$ cat src/rtl/cordic_seq_pkg.sv
// Shared types, constants and helpers for the CORDIC / DAC sample sequencer.
package cordic_seq_pkg;

    localparam int DEF_ANGLE_W = 13;
    localparam int DEF_DATA_W  = 12;

    // Binary angle measure: 2^ANGLE_W counts per full turn
    localparam int PI_BAM      = 4096;
    localparam int HALF_PI_BAM = 2048;
    localparam int DAC_OFFSET  = 2048;

    typedef enum logic [1:0] {
        S_IDLE,
        S_CWAIT,
        S_DLOAD,
        S_DKICK
    } seq_state_e;

    // Two's complement negate; the most negative code maps to the most positive
    function automatic logic [DEF_DATA_W-1:0] sat_neg(input logic [DEF_DATA_W-1:0] x);
        logic [DEF_DATA_W-1:0] most_neg;
        most_neg = {1'b1, {(DEF_DATA_W-1){1'b0}}};
        if (x == most_neg) return ~most_neg;
        return -x;
    endfunction

    // Signed sample to offset binary for the DAC
    function automatic logic [DEF_DATA_W-1:0] to_offset(input logic [DEF_DATA_W-1:0] x);
        return x + DEF_DATA_W'(DAC_OFFSET);
    endfunction

endpackage

$ cat src/rtl/cordic_quadrant_fold.sv
// Folds a binary angle into [-pi/2, pi/2) for the CORDIC core; neg_o marks
// that the result must be negated (sin(p +/- pi) = -sin(p), same for cos).
module cordic_quadrant_fold
    import cordic_seq_pkg::*;
#(
    parameter int ANGLE_W = DEF_ANGLE_W
)(
    input  logic [ANGLE_W-1:0] phase_i,
    output logic [ANGLE_W-1:0] angle_o,
    output logic               neg_o
);

    localparam logic signed [ANGLE_W-1:0] HALF_PI     = ANGLE_W'(HALF_PI_BAM);
    localparam logic signed [ANGLE_W-1:0] NEG_HALF_PI = -HALF_PI;
    localparam logic        [ANGLE_W-1:0] PI          = ANGLE_W'(PI_BAM);

    logic signed [ANGLE_W-1:0] p;
    assign p = $signed(phase_i);

    // Shift by half a turn when outside the core's convergence range
    always_comb begin
        angle_o = phase_i;
        neg_o   = 1'b0;
        if (p >= HALF_PI) begin
            angle_o = phase_i - PI;
            neg_o   = 1'b1;
        end else if (p < NEG_HALF_PI) begin
            angle_o = phase_i + PI;
            neg_o   = 1'b1;
        end
    end

endmodule

$ cat src/rtl/cordic_dac_sequencer.sv
// Sample-rate sequencer: paces phase advance, launches the CORDIC core and
// hands offset-binary sin/cos to the DAC serializer.
// Optional: define SEQ_OVERRUN_CNT_EN to add the dropped-tick counter port.
module cordic_dac_sequencer
    import cordic_seq_pkg::*;
#(
    parameter int ANGLE_W        = DEF_ANGLE_W,
    parameter int DATA_W         = DEF_DATA_W,
    parameter int SAMPLE_DIV     = 2000,
    parameter int CORDIC_TIMEOUT = 64
)(
    input  logic               clk_i,
    input  logic               rst_i,
    input  logic               enable_i,
    input  logic [ANGLE_W-1:0] step_i,
    output logic               cordic_start_o,
    output logic [ANGLE_W-1:0] cordic_angle_o,
    input  logic               cordic_done_i,
    input  logic [DATA_W-1:0]  cordic_sin_i,
    input  logic [DATA_W-1:0]  cordic_cos_i,
    input  logic               dac_busy_i,
    output logic               dac_start_o,
    output logic [DATA_W-1:0]  dac_ch1_o,
    output logic [DATA_W-1:0]  dac_ch2_o,
    output logic [ANGLE_W-1:0] phase_o,
    output logic               busy_o,
    output logic               timeout_err_o
`ifdef SEQ_OVERRUN_CNT_EN
    ,
    output logic [7:0]         overrun_cnt_o
`endif
);

    localparam int PW = $clog2(SAMPLE_DIV);
    localparam int TW = $clog2(CORDIC_TIMEOUT) + 1;

    seq_state_e         state_q, state_d;
    logic [PW-1:0]      pace_q, pace_d;
    logic [TW-1:0]      tcnt_q, tcnt_d;
    logic               start_q, start_d;
    logic [ANGLE_W-1:0] angle_q, angle_d;
    logic               neg_q, neg_d;
    logic [DATA_W-1:0]  ch1_q, ch1_d, ch2_q, ch2_d;
    logic [ANGLE_W-1:0] phase_q, phase_d;
    logic               err_q, err_d;

    logic               tick;
    logic [ANGLE_W-1:0] fold_angle;
    logic               fold_neg;

    cordic_quadrant_fold #(.ANGLE_W(ANGLE_W)) u_fold (
        .phase_i (phase_q),
        .angle_o (fold_angle),
        .neg_o   (fold_neg)
    );

    assign tick = enable_i && (pace_q == PW'(SAMPLE_DIV - 1));

    // Pace counter: free-runs while enabled, parked at zero otherwise
    always_comb begin
        pace_d = pace_q + PW'(1);
        if (!enable_i || tick) pace_d = '0;
    end

    // Next-state and datapath updates for the sample sequence
    always_comb begin
        state_d = state_q;
        tcnt_d  = '0;
        start_d = 1'b0;
        angle_d = angle_q;
        neg_d   = neg_q;
        ch1_d   = ch1_q;
        ch2_d   = ch2_q;
        phase_d = phase_q;
        err_d   = err_q;
        unique case (state_q)
            S_IDLE: begin
                if (tick) begin
                    angle_d = fold_angle;
                    neg_d   = fold_neg;
                    start_d = 1'b1;
                    state_d = S_CWAIT;
                end
            end
            S_CWAIT: begin
                tcnt_d = tcnt_q + TW'(1);
                if (cordic_done_i) begin
                    ch1_d   = to_offset(neg_q ? sat_neg(cordic_sin_i) : cordic_sin_i);
                    ch2_d   = to_offset(neg_q ? sat_neg(cordic_cos_i) : cordic_cos_i);
                    state_d = S_DLOAD;
                end else if (tcnt_q == TW'(CORDIC_TIMEOUT - 1)) begin
                    // Core never answered: flag it and drop this sample
                    err_d   = 1'b1;
                    state_d = S_IDLE;
                end
            end
            S_DLOAD: begin
                if (!dac_busy_i) state_d = S_DKICK;
            end
            S_DKICK: begin
                phase_d = phase_q + step_i;
                state_d = S_IDLE;
            end
            default: state_d = S_IDLE;
        endcase
    end

    // State and datapath registers
    always_ff @(posedge clk_i) begin
        if (rst_i) begin
            state_q <= S_IDLE;
            pace_q  <= '0;
            tcnt_q  <= '0;
            start_q <= 1'b0;
            angle_q <= '0;
            neg_q   <= 1'b0;
            ch1_q   <= '0;
            ch2_q   <= '0;
            phase_q <= '0;
            err_q   <= 1'b0;
        end else begin
            state_q <= state_d;
            pace_q  <= pace_d;
            tcnt_q  <= tcnt_d;
            start_q <= start_d;
            angle_q <= angle_d;
            neg_q   <= neg_d;
            ch1_q   <= ch1_d;
            ch2_q   <= ch2_d;
            phase_q <= phase_d;
            err_q   <= err_d;
        end
    end

`ifdef SEQ_OVERRUN_CNT_EN
    logic [7:0] ovr_q, ovr_d;

    // Saturating count of ticks dropped while a sample was in flight
    always_comb begin
        ovr_d = ovr_q;
        if (tick && (state_q != S_IDLE) && (ovr_q != 8'hFF)) ovr_d = ovr_q + 8'd1;
    end

    // Overrun counter register
    always_ff @(posedge clk_i) begin
        if (rst_i) ovr_q <= '0;
        else       ovr_q <= ovr_d;
    end

    assign overrun_cnt_o = ovr_q;
`endif

    assign cordic_start_o = start_q;
    assign cordic_angle_o = angle_q;
    assign dac_start_o    = (state_q == S_DKICK);
    assign dac_ch1_o      = ch1_q;
    assign dac_ch2_o      = ch2_q;
    assign phase_o        = phase_q;
    assign busy_o         = (state_q != S_IDLE);
    assign timeout_err_o  = err_q;

endmodule

$ cat config.mk
export PLATFORM = sky130hd
export DESIGN_NAME = cordic_dac_sequencer
export DESIGN_NICKNAME = d
export VERILOG_FILES = /design/src/rtl/cordic_seq_pkg.sv /design/src/rtl/cordic_quadrant_fold.sv /design/src/rtl/cordic_dac_sequencer.sv
export SDC_FILE = /design/constraint.sdc
export NUM_CORES = 1
export LEC_CHECK = 0
export BUFFER_PORTS_ARGS = -buffer_cell sky130_fd_sc_hd__buf_4
export CAP_MARGIN = 0
export CORE_ASPECT_RATIO = 1.75
export CORE_MARGIN = 4
export CORE_UTILIZATION = 55
export CTS_BUF_LIST = sky130_fd_sc_hd__clkbuf_8
export DETAILED_ROUTE_END_ITERATION = 6
export PLACE_DENSITY = 0.82
export SETUP_SLACK_MARGIN = 0.02
export SLEW_MARGIN = 20
export SYNTH_ARGS = -nofsm -noshare
export SYNTH_HDL_FRONTEND = slang
export SYNTH_HIERARCHICAL = 1
export SYNTH_SLANG_ARGS = --single-unit
$ cat constraint.sdc
create_clock -name clk_i -period 4.79 [get_ports clk_i]
set_clock_uncertainty 0.2 [all_clocks]
set_input_delay 0.2395 -clock clk_i [delete_from_list [all_inputs] [get_ports clk_i]]
set_output_delay 0.2395 -clock clk_i [all_outputs]
set_load 0.05 [all_outputs]
==> flow_summary.ini <==
[run_status]
status = complete, no violations

[logic_synthesis]
synth.ff_latch_count = 73
async_flop_share = 0
syn_area_per_cell_um2 = 8.58
synth_area_um2 = 3850
synth_top_flop_cell = dfxtp_1
postSynthCellCount = 449
yosys_warnings = 6
seq_area_frac_synth = 0.379
synth.distinct_cells = 53
synth-edff-count = 0
synthesis.nets = 510

[clocking]
clk_pin_slew_worst_paths_ns = 0.07
clk_latency_ns = 0.36
htreeDepth = 3
numClockSinks = 73
postCtsSetupBuffers = 0
tritoncts = done
cts_buffers = 9
clock_path_buffers = 2
clockRootBuffer = clkbuf_8

[floorplanning]
core_area_um2 = 6860
io_pins = 96
core.rowCount = 40
die_w_um = 71.3
chipHeight_um = 119
die_area_um2 = 8460
initial_core_util = 0.562

[sta]
maxSlewViolCount = 0
final-hold-violation-count = 0
finalSetupViolations = 0
max_freq_mhz = 378
period_needed_ns = 2.64
setup_slack_ns = 2.15
slew-limit-headroom = 0.356
setup_tns_ns = 0
min_period_over_period = 0.552
rsz0062_at_grt = false
tightest_slew_ns = 0.965

[pwr]
power.leakage_nw = 2.07
ir_worst_vdd_mv = 0.192
power.density_nw_per_um2 = 239
finalPower_mw = 1.17

[global_route]
antenna_found_initial = 0
top_usage_layer = met2
grt_pass1_wl_mm = 15.8
overflow = 0
grt_pass1_vias = 3493
grtUsageTotal = 0.231
grt_max_degree = 38
use_met3 = 0.0689
met2_usage = 0.433
use_met1 = 0.233

[final_layout]
fill_cells = 538
multiInputGateArea_um2 = 2170
nets = 606
ff_latch_area_um2 = 1460
drive_gt1_frac = 0.226
fin_cells = 633
n_antenna_cell = 0
area_growth_pct = 27.3

[detailed_routing]
first_pass_iters = 4
avgRoutedWirePerCell_um = 15.3
drt-total-wl_mm = 9.68
vias = 3605
first_iter_violations = 191
vias_per_cell = 5.70
drcViolationCount = 0
ant_nets = 0

[place]
place_inst = 597
dp_slack_ns = 2.29
gp_congestion = 0.815
port_buffers = 95
dp_hpwl_mm = 6.85

[setup_path]
timing.rr.start = phase_o[3]
cp-start-kind = input pin
worst_ep_required_time_ns = 4.87
rr_endpoint = phase_o[11]
r2r_cells = 6
crit_path_end_kind = register
ff2ff_setup_slack_ns = 2.37
cp.arrival_ns = 2.73
cp_max_fo = 11
path_class = input pin to register

[min_path]
hp-start = cordic_sin_i[6]
whs_path_depth = 3
hold_class = input pin to register
hold_end = dac_ch1_o[6]

[run]
maxCapViolCount = 0
## per-layer routing
metal | routed length, µm | part of all wire
met4 | 147 | 0.015
met3 | 579 | 0.060
met1 | 3540 | 0.37
met2 | 5400 | 0.56
met5 | 0 | 0
## how the worst max path moves through the flow
stage / slack (ns) / to / from
after global placement: 2.33 / dac_ch1_o[0] / cordic_sin_i[3]
after global routing: 2.08 / dac_ch1_o[8] / cordic_sin_i[3]
after floorplan: 2.18 / phase_o[11] / phase_o[3]
final: 2.15 / dac_ch1_o[8] / cordic_sin_i[3]
after detailed placement: 2.29 / dac_ch1_o[8] / cordic_sin_i[3]
after CTS: 2.10 / dac_ch1_o[8] / cordic_sin_i[3]
## cell usage in the layout (no fill, tap or decap), drive strengths merged, types with 5 or more instances in the layout
cell type / n
xnor2: 13
dlygate4sd3: 21
nor2b: 5
inv: 15
and3: 7
a21oi: 43
or4: 7
nand3: 14
a21o: 6
buf: 96
nor3: 12
dfxtp: 73
o31ai: 6
nand2: 27
mux2i: 17
ha: 18
a31oi: 6
clkbuf: 9
xor2: 18
o21ai: 37
nor2: 48
## power by group
| group | internal, mW | switching, mW | total [mW] |
|---|---|---|---|
| logic | 0.0473 | 0.0454 | 0.0927 |
| clock network | 0.235 | 0.235 | 0.470 |
| registers | 0.607 | 0.000716 | 0.608 |
| total | 0.889 | 0.281 | 1.17 |
## layout make-up
cell class / count / share of cell area
inverter: 14 / 0.0107
clock buffer: 9 / 0.0253
sequential: 73 / 0.298
timing repair buffer: 117 / 0.190
tap: 84 / 0.0214
multi-input combinational: 330 / 0.442
clock inverter: 6 / 0.0125
## repair_timing
action / in CTS / in global routing
gates resized for setup: 0 / 0
hold endpoints to repair: 22 / 0
hold buffers: 21 / 0
## stage by stage
stage / hold WS (ns) / instance area [µm²] / utilization
global route: 0.0164 / 4900 / 0.715
global placement: 0.243 / 4500 / 0.657
finish: 0.0161 / 4900 / 0.715
floorplan: 0.191 / 3850 / -
detailed placement: 0.249 / 4500 / 0.657
CTS: 0.00145 / 4900 / 0.714
## kinds of logic (layout without fill, tap and decap cells)
kind of cell,Yosys count,count (layout),share of synthesized area
DFF,73,73,0.379
xor gates and xnor gates,31,31,0.0705
AOI/OAI and AO/OA,120,120,0.197
muxes,17,17,0.0442
buffers and inverters,46,146,0.0591
adders and majority gates,19,19,0.0637
and+or+nand+nor,143,143,0.186
## flip-flops by register name, indices dropped and copies added, names as in the netlist, named ones only
signal          count
state_q             1
dac_ch1_o          12
cordic_angle_o     13
phase_o            13
tcnt_q              7
neg_q               1
cordic_start_o      1
pace_q             11
timeout_err_o       1
dac_ch2_o          12
## cells in the mapped netlist, types with 4 or more instances
cell type,number,area share
buf_4,12,0.023
ha_1,18,0.058
inv_1,12,0.012
nand4_1,4,0.0065
a21oi_1,37,0.048
clkbuf_1,15,0.015
nor2b_1,5,0.0081
a21oi_2,6,0.014
dfxtp_1,73,0.38
xnor2_1,13,0.030
nor3_1,12,0.016
o31ai_1,5,0.0097
and3_1,7,0.011
xor2_1,18,0.041
a31oi_1,6,0.0097
nand3_1,14,0.018
or3_1,4,0.0065
nand2_1,27,0.026
a21o_1,6,0.012
o21ai_1,19,0.025
o21ai_0,18,0.023
mux2i_1,17,0.044
or4_1,4,0.0078
nor2_1,48,0.047
nand2b_1,4,0.0065
## worst max-delay path, cell delays in order
cell and delay (ns):
dlygate4sd3_1 0.54, buf_4 0.16, or4_4 0.56, or4_4 0.44, nor3_1 0.19, a31oi_2 0.33, a21oi_1 0.26
Power figures use the tool's default switching activity.
